File: src/rtl/vram_pkg.sv
// Shared definitions for the VRAM drawing engines: framebuffer geometry
// defaults, RGB332 pixel layout, walker state encoding and the rectangle
// command record (also reused by the blit and line engines).
package vram_pkg;
    localparam int FB_WIDTH_DEF  = 320;
    localparam int FB_HEIGHT_DEF = 240;
    localparam int VRAM_ADDR_W   = 18;

    localparam int RGB332_R_W = 3;
    localparam int RGB332_G_W = 3;
    localparam int RGB332_B_W = 2;
    localparam int PIXEL_W    = RGB332_R_W + RGB332_G_W + RGB332_B_W;

    localparam int COORD_W = 10;

    typedef enum logic [1:0] {
        ST_IDLE,
        ST_CLIP,
        ST_FILL,
        ST_DONE
    } fill_state_e;

    typedef struct packed {
        logic [COORD_W-1:0] x;
        logic [COORD_W-1:0] y;
        logic [COORD_W-1:0] w;
        logic [COORD_W-1:0] h;
        logic [PIXEL_W-1:0] color;
    } rect_cmd_t;
endpackage

File: src/rtl/vram_rect_fill_if.sv
// Command handshake plus VRAM port B write bus of the rectangle filler.
// master = command issuer / VRAM side, slave = the fill engine.
interface vram_rect_fill_if
    import vram_pkg::*;
#(
    parameter int ADDR_W = VRAM_ADDR_W
);
    logic               cmd_valid;
    logic               cmd_ready;
    logic [COORD_W-1:0] cmd_x;
    logic [COORD_W-1:0] cmd_y;
    logic [COORD_W-1:0] cmd_w;
    logic [COORD_W-1:0] cmd_h;
    logic [PIXEL_W-1:0] cmd_color;
    logic [ADDR_W-1:0]  ADDR_B;
    logic [PIXEL_W-1:0] DATA_B;
    logic               WE_B;

    modport master (
        output cmd_valid, cmd_x, cmd_y, cmd_w, cmd_h, cmd_color,
        input  cmd_ready, ADDR_B, DATA_B, WE_B
    );

    modport slave (
        input  cmd_valid, cmd_x, cmd_y, cmd_w, cmd_h, cmd_color,
        output cmd_ready, ADDR_B, DATA_B, WE_B
    );
endinterface

File: src/rtl/vram_rect_clip.sv
// Combinational clip / reject evaluation of a latched rectangle command.
// Config macro VRAM_RECT_CLIP_EN: when defined, rectangles running past the
// framebuffer edge are clipped; otherwise they are rejected outright.
module vram_rect_clip
    import vram_pkg::*;
#(
    parameter int FB_WIDTH  = FB_WIDTH_DEF,
    parameter int FB_HEIGHT = FB_HEIGHT_DEF
) (
    input  rect_cmd_t        cmd,
    output logic [COORD_W:0] xe,
    output logic [COORD_W:0] ye,
    output logic             empty,
    output logic             reject
);
    localparam logic [COORD_W:0] FB_W = (COORD_W+1)'(FB_WIDTH);
    localparam logic [COORD_W:0] FB_H = (COORD_W+1)'(FB_HEIGHT);

    logic [COORD_W:0] sum_x;
    logic [COORD_W:0] sum_y;

    // One extra bit on the sums so x+w never wraps before the compare.
    always_comb begin
        sum_x  = {1'b0, cmd.x} + {1'b0, cmd.w};
        sum_y  = {1'b0, cmd.y} + {1'b0, cmd.h};
        xe     = (sum_x > FB_W) ? FB_W : sum_x;
        ye     = (sum_y > FB_H) ? FB_H : sum_y;
        empty  = (cmd.w == '0) || (cmd.h == '0) ||
                 ({1'b0, cmd.x} >= FB_W) || ({1'b0, cmd.y} >= FB_H);
`ifdef VRAM_RECT_CLIP_EN
        reject = 1'b0;
`else
        reject = (sum_x > FB_W) || (sum_y > FB_H);
`endif
    end
endmodule

File: src/rtl/vram_rect_fill.sv
// Rectangle fill engine: accepts a rectangle command, clips/rejects it in
// one cycle, then writes one RGB332 byte per clock on VRAM port B, row by
// row, with no bubbles. Row base address is multiplied once and then
// accumulated per row. Config macro: VRAM_RECT_CLIP_EN (see vram_rect_clip).
module vram_rect_fill
    import vram_pkg::*;
#(
    parameter int FB_WIDTH  = FB_WIDTH_DEF,
    parameter int FB_HEIGHT = FB_HEIGHT_DEF,
    parameter int BASE_ADDR = 0,
    parameter int ADDR_W    = VRAM_ADDR_W
) (
    input  logic                   CLK,
    input  logic                   RST,
    vram_rect_fill_if.slave        bus,
    output logic                   busy,
    output logic                   done,
    output logic                   err
);
    localparam logic [ADDR_W-1:0] ROW_STEP = ADDR_W'(FB_WIDTH);
    localparam logic [ADDR_W-1:0] BASE_A   = ADDR_W'(BASE_ADDR);
    localparam logic [COORD_W:0]  ONE_E    = (COORD_W+1)'(1);

    fill_state_e        state_reg, state_next;
    rect_cmd_t          cmd_reg, cmd_next;
    logic [COORD_W:0]   xe_reg, xe_next;
    logic [COORD_W:0]   ye_reg, ye_next;
    logic [COORD_W-1:0] cx_reg, cx_next;
    logic [COORD_W-1:0] cy_reg, cy_next;
    logic [ADDR_W-1:0]  row_base_reg, row_base_next;
    logic               err_reg, err_next;

    logic [COORD_W:0]   clip_xe, clip_ye;
    logic               clip_empty, clip_reject;
    logic               ready, we;
    logic [ADDR_W-1:0]  addr;
    logic [PIXEL_W-1:0] wdata;
    logic               last_col, last_row;

    vram_rect_clip #(
        .FB_WIDTH  (FB_WIDTH),
        .FB_HEIGHT (FB_HEIGHT)
    ) u_clip (
        .cmd    (cmd_reg),
        .xe     (clip_xe),
        .ye     (clip_ye),
        .empty  (clip_empty),
        .reject (clip_reject)
    );

    assign last_col = ({1'b0, cx_reg} == (xe_reg - ONE_E));
    assign last_row = ({1'b0, cy_reg} == (ye_reg - ONE_E));

    assign bus.cmd_ready = ready;
    assign bus.WE_B      = we;
    assign bus.ADDR_B    = addr;
    assign bus.DATA_B    = wdata;

    // State and walker registers; reset abandons any command in flight.
    always_ff @(posedge CLK) begin
        if (RST) begin
            state_reg    <= ST_IDLE;
            cmd_reg      <= '0;
            xe_reg       <= '0;
            ye_reg       <= '0;
            cx_reg       <= '0;
            cy_reg       <= '0;
            row_base_reg <= '0;
            err_reg      <= 1'b0;
        end else begin
            state_reg    <= state_next;
            cmd_reg      <= cmd_next;
            xe_reg       <= xe_next;
            ye_reg       <= ye_next;
            cx_reg       <= cx_next;
            cy_reg       <= cy_next;
            row_base_reg <= row_base_next;
            err_reg      <= err_next;
        end
    end

    // Next-state, walker update and Moore outputs of the fill FSM.
    always_comb begin
        state_next    = state_reg;
        cmd_next      = cmd_reg;
        xe_next       = xe_reg;
        ye_next       = ye_reg;
        cx_next       = cx_reg;
        cy_next       = cy_reg;
        row_base_next = row_base_reg;
        err_next      = err_reg;
        ready         = 1'b0;
        we            = 1'b0;
        addr          = '0;
        wdata         = '0;
        busy          = 1'b0;
        done          = 1'b0;
        err           = 1'b0;
        case (state_reg)
            ST_IDLE: begin
                ready = 1'b1;
                if (bus.cmd_valid) begin
                    cmd_next.x     = bus.cmd_x;
                    cmd_next.y     = bus.cmd_y;
                    cmd_next.w     = bus.cmd_w;
                    cmd_next.h     = bus.cmd_h;
                    cmd_next.color = bus.cmd_color;
                    state_next     = ST_CLIP;
                end
            end
            ST_CLIP: begin
                busy          = 1'b1;
                xe_next       = clip_xe;
                ye_next       = clip_ye;
                cx_next       = cmd_reg.x;
                cy_next       = cmd_reg.y;
                row_base_next = BASE_A + ADDR_W'(cmd_reg.y) * ROW_STEP;
                err_next      = clip_reject;
                if (clip_reject || clip_empty) begin
                    state_next = ST_DONE;
                end else begin
                    state_next = ST_FILL;
                end
            end
            ST_FILL: begin
                busy  = 1'b1;
                we    = 1'b1;
                addr  = row_base_reg + ADDR_W'(cx_reg);
                wdata = cmd_reg.color;
                if (last_col) begin
                    cx_next       = cmd_reg.x;
                    cy_next       = cy_reg + 1'b1;
                    row_base_next = row_base_reg + ROW_STEP;
                    if (last_row) begin
                        state_next = ST_DONE;
                    end
                end else begin
                    cx_next = cx_reg + 1'b1;
                end
            end
            ST_DONE: begin
                done       = 1'b1;
                err        = err_reg;
                state_next = ST_IDLE;
            end
            default: begin
                state_next = ST_IDLE;
            end
        endcase
    end
endmodule

File: src/flat_wrapper.sv
// flat-port wrapper written by rule: the top's interface ports become plain ports
module vram_rect_fill_flat import vram_pkg::*;
#(
    parameter int FB_WIDTH  = FB_WIDTH_DEF,
    parameter int FB_HEIGHT = FB_HEIGHT_DEF,
    parameter int BASE_ADDR = 0,
    parameter int ADDR_W    = VRAM_ADDR_W
)
  (CLK, RST, busy, done, err, bus_cmd_valid, bus_cmd_x, bus_cmd_y, bus_cmd_w, bus_cmd_h, bus_cmd_color, bus_cmd_ready, bus_ADDR_B, bus_DATA_B, bus_WE_B);
  vram_rect_fill_if #(.ADDR_W(ADDR_W)) bus_i ();
  input  logic CLK;
  input  logic RST;
  output logic busy;
  output logic done;
  output logic err;
  input wire logic [$bits(bus_i.cmd_valid)-1:0] bus_cmd_valid;
  input wire logic [$bits(bus_i.cmd_x)-1:0] bus_cmd_x;
  input wire logic [$bits(bus_i.cmd_y)-1:0] bus_cmd_y;
  input wire logic [$bits(bus_i.cmd_w)-1:0] bus_cmd_w;
  input wire logic [$bits(bus_i.cmd_h)-1:0] bus_cmd_h;
  input wire logic [$bits(bus_i.cmd_color)-1:0] bus_cmd_color;
  output wire logic [$bits(bus_i.cmd_ready)-1:0] bus_cmd_ready;
  output wire logic [$bits(bus_i.ADDR_B)-1:0] bus_ADDR_B;
  output wire logic [$bits(bus_i.DATA_B)-1:0] bus_DATA_B;
  output wire logic [$bits(bus_i.WE_B)-1:0] bus_WE_B;
  assign bus_i.cmd_valid = bus_cmd_valid;
  assign bus_i.cmd_x = bus_cmd_x;
  assign bus_i.cmd_y = bus_cmd_y;
  assign bus_i.cmd_w = bus_cmd_w;
  assign bus_i.cmd_h = bus_cmd_h;
  assign bus_i.cmd_color = bus_cmd_color;
  assign bus_cmd_ready = bus_i.cmd_ready;
  assign bus_ADDR_B = bus_i.ADDR_B;
  assign bus_DATA_B = bus_i.DATA_B;
  assign bus_WE_B = bus_i.WE_B;
  vram_rect_fill #(.FB_WIDTH(FB_WIDTH), .FB_HEIGHT(FB_HEIGHT), .BASE_ADDR(BASE_ADDR), .ADDR_W(ADDR_W)) u_core (.CLK(CLK), .RST(RST), .bus(bus_i), .busy(busy), .done(done), .err(err));
endmodule
File: config.mk
export PLATFORM = sky130hd
export DESIGN_NAME = vram_rect_fill_flat
export DESIGN_NICKNAME = d
export VERILOG_FILES = /design/src/rtl/vram_pkg.sv /design/src/rtl/vram_rect_fill_if.sv /design/src/rtl/vram_rect_clip.sv /design/src/rtl/vram_rect_fill.sv /design/src/flat_wrapper.sv
export SDC_FILE = /design/constraint.sdc
export NUM_CORES = 1
export LEC_CHECK = 0
export CAP_MARGIN = 40
export CORE_MARGIN = 2
export CORE_UTILIZATION = 30
export DETAILED_ROUTE_END_ITERATION = 10
export GPL_TIMING_DRIVEN = 0
export PLACE_DENSITY = 0.5
export SLEW_MARGIN = 10
export SYNTH_ARGS = -nofsm -noshare
export SYNTH_HDL_FRONTEND = slang
export SYNTH_SLANG_ARGS = --single-unit
export TNS_END_PERCENT = 30
File: constraint.sdc
create_clock -name CLK -period 5.26 [get_ports CLK]
set_input_delay 1.052 -clock CLK [delete_from_list [all_inputs] [get_ports CLK]]
set_output_delay 1.052 -clock CLK [all_outputs]
set_load 0.1 [all_outputs]
# Word level (Yosys, flattened, before mapping)
# Cells that the tools add are included.
[totals]
input_bits = 51
mem_bits_rw = 0
mem_bits_ro = 0
latchBits = 0
memories = 0
register_bits = 111
output_inout_bits = 31
[classes]
order_cmp = 4
n_div = 0
muxes = 20
multipliers = 1
n_addsub = 8
n_bitwise = 0
n_eq_ne = 8
shift = 0
reduce_logical = 13
[ops]
columns = ["operator", "n"]
rows = [
  ["$pmux W10 S2", 2],
  ["$mux W18", 2],
  ["$pmux W18 S2", 1],
  ["$add A10 B10 Y11", 2],
  ["$eq A10 B11 Y1", 2],
  ["$mux W11", 2],
  ["$sub A11 B1 Y11 const B", 2],
  ["$add A10 B1 Y10 const B", 2],
  ["$logic_not A10 Y1", 2],
  ["$mux W10", 2],
  ["$add A18 B10 Y18", 1],
  ["$add A18 B9 Y18 const B", 1],
  ["$mul A10 B3 Y12 const B", 1],
  ["$gt A11 B8 Y1 const B", 1],
  ["$gt A11 B9 Y1 const B", 1],
  ["$ge A10 B8 Y1 const B", 1],
  ["$ge A10 B9 Y1 const B", 1],
  ["$mux W8", 1],
  ["$pmux W2 S4", 1],
  ["$mux W1", 6],
  ["$mux W2", 3],
  ["$logic_or A1 B1 Y1", 5],
  ["$eq A2 B2 Y1 const B", 2],
  ["$ne A2 B1 Y1 const B", 2],
  ["7 further kinds", 8],
]

# Depth between registers and ports, before layout
[depth]
ltp_word = 7
ltp_mapped = 12

# By module
# A second synthesis with hierarchy kept.
[hier_totals]
hier_cells = 930
hier_area_um2 = 7236.9
[by_module_without_submodules]
columns = ["module", "area_per_inst_um2", "n_inst", "cells_each", "seq_area_each_um2"]
rows = [
  ["vram_rect_fill", 6020.8, 1, 772, 2102.0],
  ["vram_rect_clip", 1216.2, 1, 158, 0.0],
]

# Least setup slack after synthesis
# OpenSTA, ideal clock, no wires.
[synth_timing]
path_type = "register to output"
start = "register u_core.state_reg[0]"
end = "output bus_ADDR_B[9]"
path_stages_with_launch = 8
arrival_time_ns = 4.172
setup_slack_ns = 0.036
required_time_ns = 4.208
cell_sequence = "dfxtp_1 -> inv_1 -> ha_1 -> buf_6 -> inv_1 -> clkbuf_1 -> buf_1 -> nor3b_1"
[synth_between]
elab_chain_cells = 2
[synth_rtl]
columns = ["element", "line", "text"]
rows = [
  ["start, declared", "vram_rect_fill.sv:24", "fill_state_e state_reg, state_next;"],
  ["start signal, assigned", "vram_rect_fill.sv:71", "state_reg <= state_next;"],
  ["$eq A2 B2 Y1", "vram_rect_fill.sv:99", "case (state_reg)"],
  ["$mux W18", "vram_rect_fill.sv:99", ""],
  ["end, declared", "flat_wrapper.sv:23", "output wire logic [$bits(bus_i.ADDR_B)-1:0] bus_ADDR_B;"],
]
# Every way passes these cells.

# Worst setup path in the final report
[layout_timing]
start = "register u_core.cx_reg[6]"
end = "output bus_ADDR_B[15]"
[layout_between]
elab_chain_cells = 2
[layout_rtl]
columns = ["element", "line", "text"]
rows = [
  ["start, declared", "vram_rect_fill.sv:28", "logic [COORD_W-1:0] cx_reg, cx_next;"],
  ["start signal, assigned", "vram_rect_fill.sv:75", "cx_reg <= cx_next;"],
  ["$add A18 B10 Y18", "vram_rect_fill.sv:128", "addr = row_base_reg + ADDR_W'(cx_reg);"],
  ["$mux W18", "vram_rect_fill.sv:99", ""],
]
# Every way passes these cells.

==> key figures <==
Run status
  – Status: completed

Pwr
  – Net switching power: 1560 uW
  – Combinational fraction of design power: 0.487
  – Pleak: 0.00341 uW
  – PwrDens: 389 nW/um^2
  – Sw frac: 0.450
  – Clock power frac: 0.197
  – Register share of total power: 0.316
  – Internal power: 1900 uW
  – Peak VDD IR: 0.250 mV

Global route
  – Largest net degree at the start of global routing: 20
  – Gr usage total: 0.183
  – Initial antenna violation count: 1
  – Grt total ovfl: 0
  – First-pass GRT wire length: 35000 um
  – Number of global-route vias before repair: 6457

Final layout
  – Most common cell after layout, fill and taps aside: nand2_1
  – Fin cells: 1311
  – Layout cells sized above 1: 0.0780
  – Fillers: 2400
  – Area growth from synthesis to layout: 27.8%
  – Max reg flops: 48
  – Sequential cell area: 2100 um^2
  – Area occupied by multi-input gates: 4520 um^2
  – Post-layout nets: roughly 1100
  – Post-route design area: between 8000 and 9000 um^2
  – Most frequent cells in the layout: nand2_1, a21oi_1, dfxtp_1
  – Antenna diode count: 0

Drt
  – DR iter-0 viols: 411
  – Routed wire length: 21800 um
  – Vias per cell: 5.17
  – DRT Pass-1 Iters: 4
  – Post-DRT Antenna Nets: 0
  – Routed len/inst: ~17 um
  – DR vias: 6778
  – Drc violations: 0

Synthesis
  – Mean Syn Cell Area: 7.73 um^2
  – Synthesized area: 6950 um^2
  – Seq cells post-synth: roughly 110
  – Syn Inst Count: 899
  – Asr flop ratio synth: 0
  – Post-synth cell types: 77
  – Mapped Nets: 1002
  – Top_reg_cell synth: dfxtp_1
  – Post-synth EDFFs: 0
  – Post-synthesis sequential area ratio: 0.302
  – Ys Warns: 0

Clocking
  – Postcts setup bufs: 0
  – Clk slew on worst S/H paths: 0.09 ns
  – CTS root buffer: clkbuf_16
  – TritonCTS Buffers: 9
  – Clock buffer depth: 2
  – Clk sinks: around 110
  – Post-CTS Hold Fix Bufs: 0
  – Htree depth: 3
  – Clk_lat worst skew: 0.37 ns
  – Cts repair resizes: 0
  – CTS tree: built

Worst hold path
  – Hold crit path type: register to register
  – Hold endpoint: u_core.cmd_reg[5]$_SDFFE_PP0P_
  – Hold Startpoint: u_core.cmd_reg[5]$_SDFFE_PP0P_
  – Worst hold path cell count: 2

Worst setup path
  – Critical path data arrival time: 3.35 ns
  – Reg2Reg Capture Point: u_core.state_reg[0]$_SDFFE_PP0P_
  – Crit path launch: u_core.cx_reg[6]$_SDFFE_PP0P_
  – Reg2reg start: u_core.cmd_reg[34]$_SDFFE_PP0P_
  – Worst r2r path cells: 9
  – CP Launch Type: register
  – Crit path required time: 4.21 ns
  – Register-to-Register Setup Slack: 2.23 ns
  – CP Capture Type: primary output
  – Maximum fanout along the worst path: 8
  – WS Path Type: register to primary output

Floorplan
  – Rows: 55
  – Initial Utilization: 0.306
  – Die area: 24400 um^2
  – Chip width: ~160 um
  – Ports: 82
  – Die Span Y: 156 um
  – Total core area: 22700 um^2

Timing
  – Setup_tns: 0 ns
  – Clk_skew: roughly 0.014 ns
  – RSZ-0062 raised after global routing: false
  – Slew Viols, Final: 0
  – Final Critical Period: 4.40 ns
  – Worst-Margin Slew: 0.786 ns
  – Final Hold Viols: 0
  – Final worst slack: between 0.8 and 0.9 ns
  – Slew headroom: 0.476
  – Final setup violation count: 0
  – Fin crit share: 0.837
  – Max Clock Freq: 0.227 GHz

Place
  – Port Buffers: between 80 and 90
  – Dpl ws: 1.24 ns
  – DP HPWL: about 17000 um
  – RePlAce Congestion: 0.812
  – DP Cell Count: 1296
  – Placed Area: about 8600 um^2

Flow run
  – Number of max-cap violations: 0
[routing by layer]
metal / vias to the layer above / track usage / routed length, um
li1: 3459 / - / -
met1: 3159 / 0.257 / 11000
met2: 140 / 0.296 / 9730
met3: 20 / 0.0291 / 747
met4: 0 / 0.0380 / 293
met5: - / 0 / 0
[cell families after synthesis]
| logic type | synth area share |
|---|---|
| AND/OR/NAND/NOR | 0.239 |
| AO/OA/AOI/OAI | 0.246 |
| flip-flops | 0.302 |
| buffers and inverters | 0.0481 |
| adder cells (fa/ha/maj) | 0.0968 |
| XOR/XNOR | 0.0617 |
| multiplexers | 0.00594 |
[how the worst max path moves through the flow]
stage / to / slack, ns / depth (start not counted)
after floorplan: bus_ADDR_B[9] / 0.04 / 7
after global placement: bus_ADDR_B[16] / 0.88 / 9
after detailed placement: bus_ADDR_B[15] / 1.24 / 10
after CTS: bus_ADDR_B[15] / 0.84 / 10
after global routing: bus_ADDR_B[15] / 0.66 / 10
final: bus_ADDR_B[15] / 0.86 / 10
[worst max-delay path, cell delays in order, from the launching register on]
cell             delay (ns)
dfxtp_1                0.48
ha_1                   0.26
a21o_1                 0.16
a21o_1                 0.17
a21oi_1                0.09
nor2b_1                0.27
nand3_1                0.26
or3_1                  0.40
a21oi_1                0.16
clkdlybuf4s50_1        0.54
buf_8                  0.21
[cells in the mapped netlist, drive strengths merged, types with 6 or more instances]
cell / count / area, um^2
nor2b: 9 / 56.3
a211oi: 12 / 95.1
nand3: 23 / 115
a311oi: 6 / 58.8
and2: 27 / 171
clkbuf: 35 / 131
nor2: 64 / 240
ha: 49 / 613
a32o: 6 / 60.1
o41ai: 6 / 71.3
dfxtp: 105 / 2100
nor3: 25 / 140
a21o: 9 / 68.8
xor2: 17 / 149
buf: 15 / 83.8
a21oi: 113 / 566
nor3b: 6 / 45.0
inv: 29 / 109
a31oi: 9 / 71.3
and3: 8 / 50.1
nor4: 7 / 43.8
o32ai: 11 / 96.3
o21ai: 39 / 195
nand4: 7 / 43.8
a22o: 7 / 61.3
nand2: 147 / 552
xnor2: 32 / 280
[through the flow]
step | utilization | total power [uW] | hold WS, ns
after global routing | 0.391 | 3700 | 0.469
after CTS | 0.391 | 3480 | 0.455
after floorplan | - | 2260 | 0.432
final | 0.391 | 3460 | 0.454
after global placement | 0.358 | 2730 | 0.438
after detailed placement | 0.379 | 2800 | 0.443
[power by group through the flow]
stage               Clock [uW]  Combinational (uW)  Sequential (uW)
floorplan                    0                1220             1040
global placement             0                1620             1110
detailed placement           0                1690             1110
CTS                        697                1690             1090
global route               727                1860             1120
finish                     682                1690             1090
[final cells by class]
class                           count  share of cell area
Multi-Input combinational cell    714               0.508
Sequential cell                   105               0.237
Timing Repair Buffer              112               0.145
Tap cell                          285              0.0401
Clock buffer                        9              0.0253
Buffer                             51              0.0253
Inverter                           29              0.0123
Clock inverter                      6             0.00718
(Power assumes the default switching activity.)
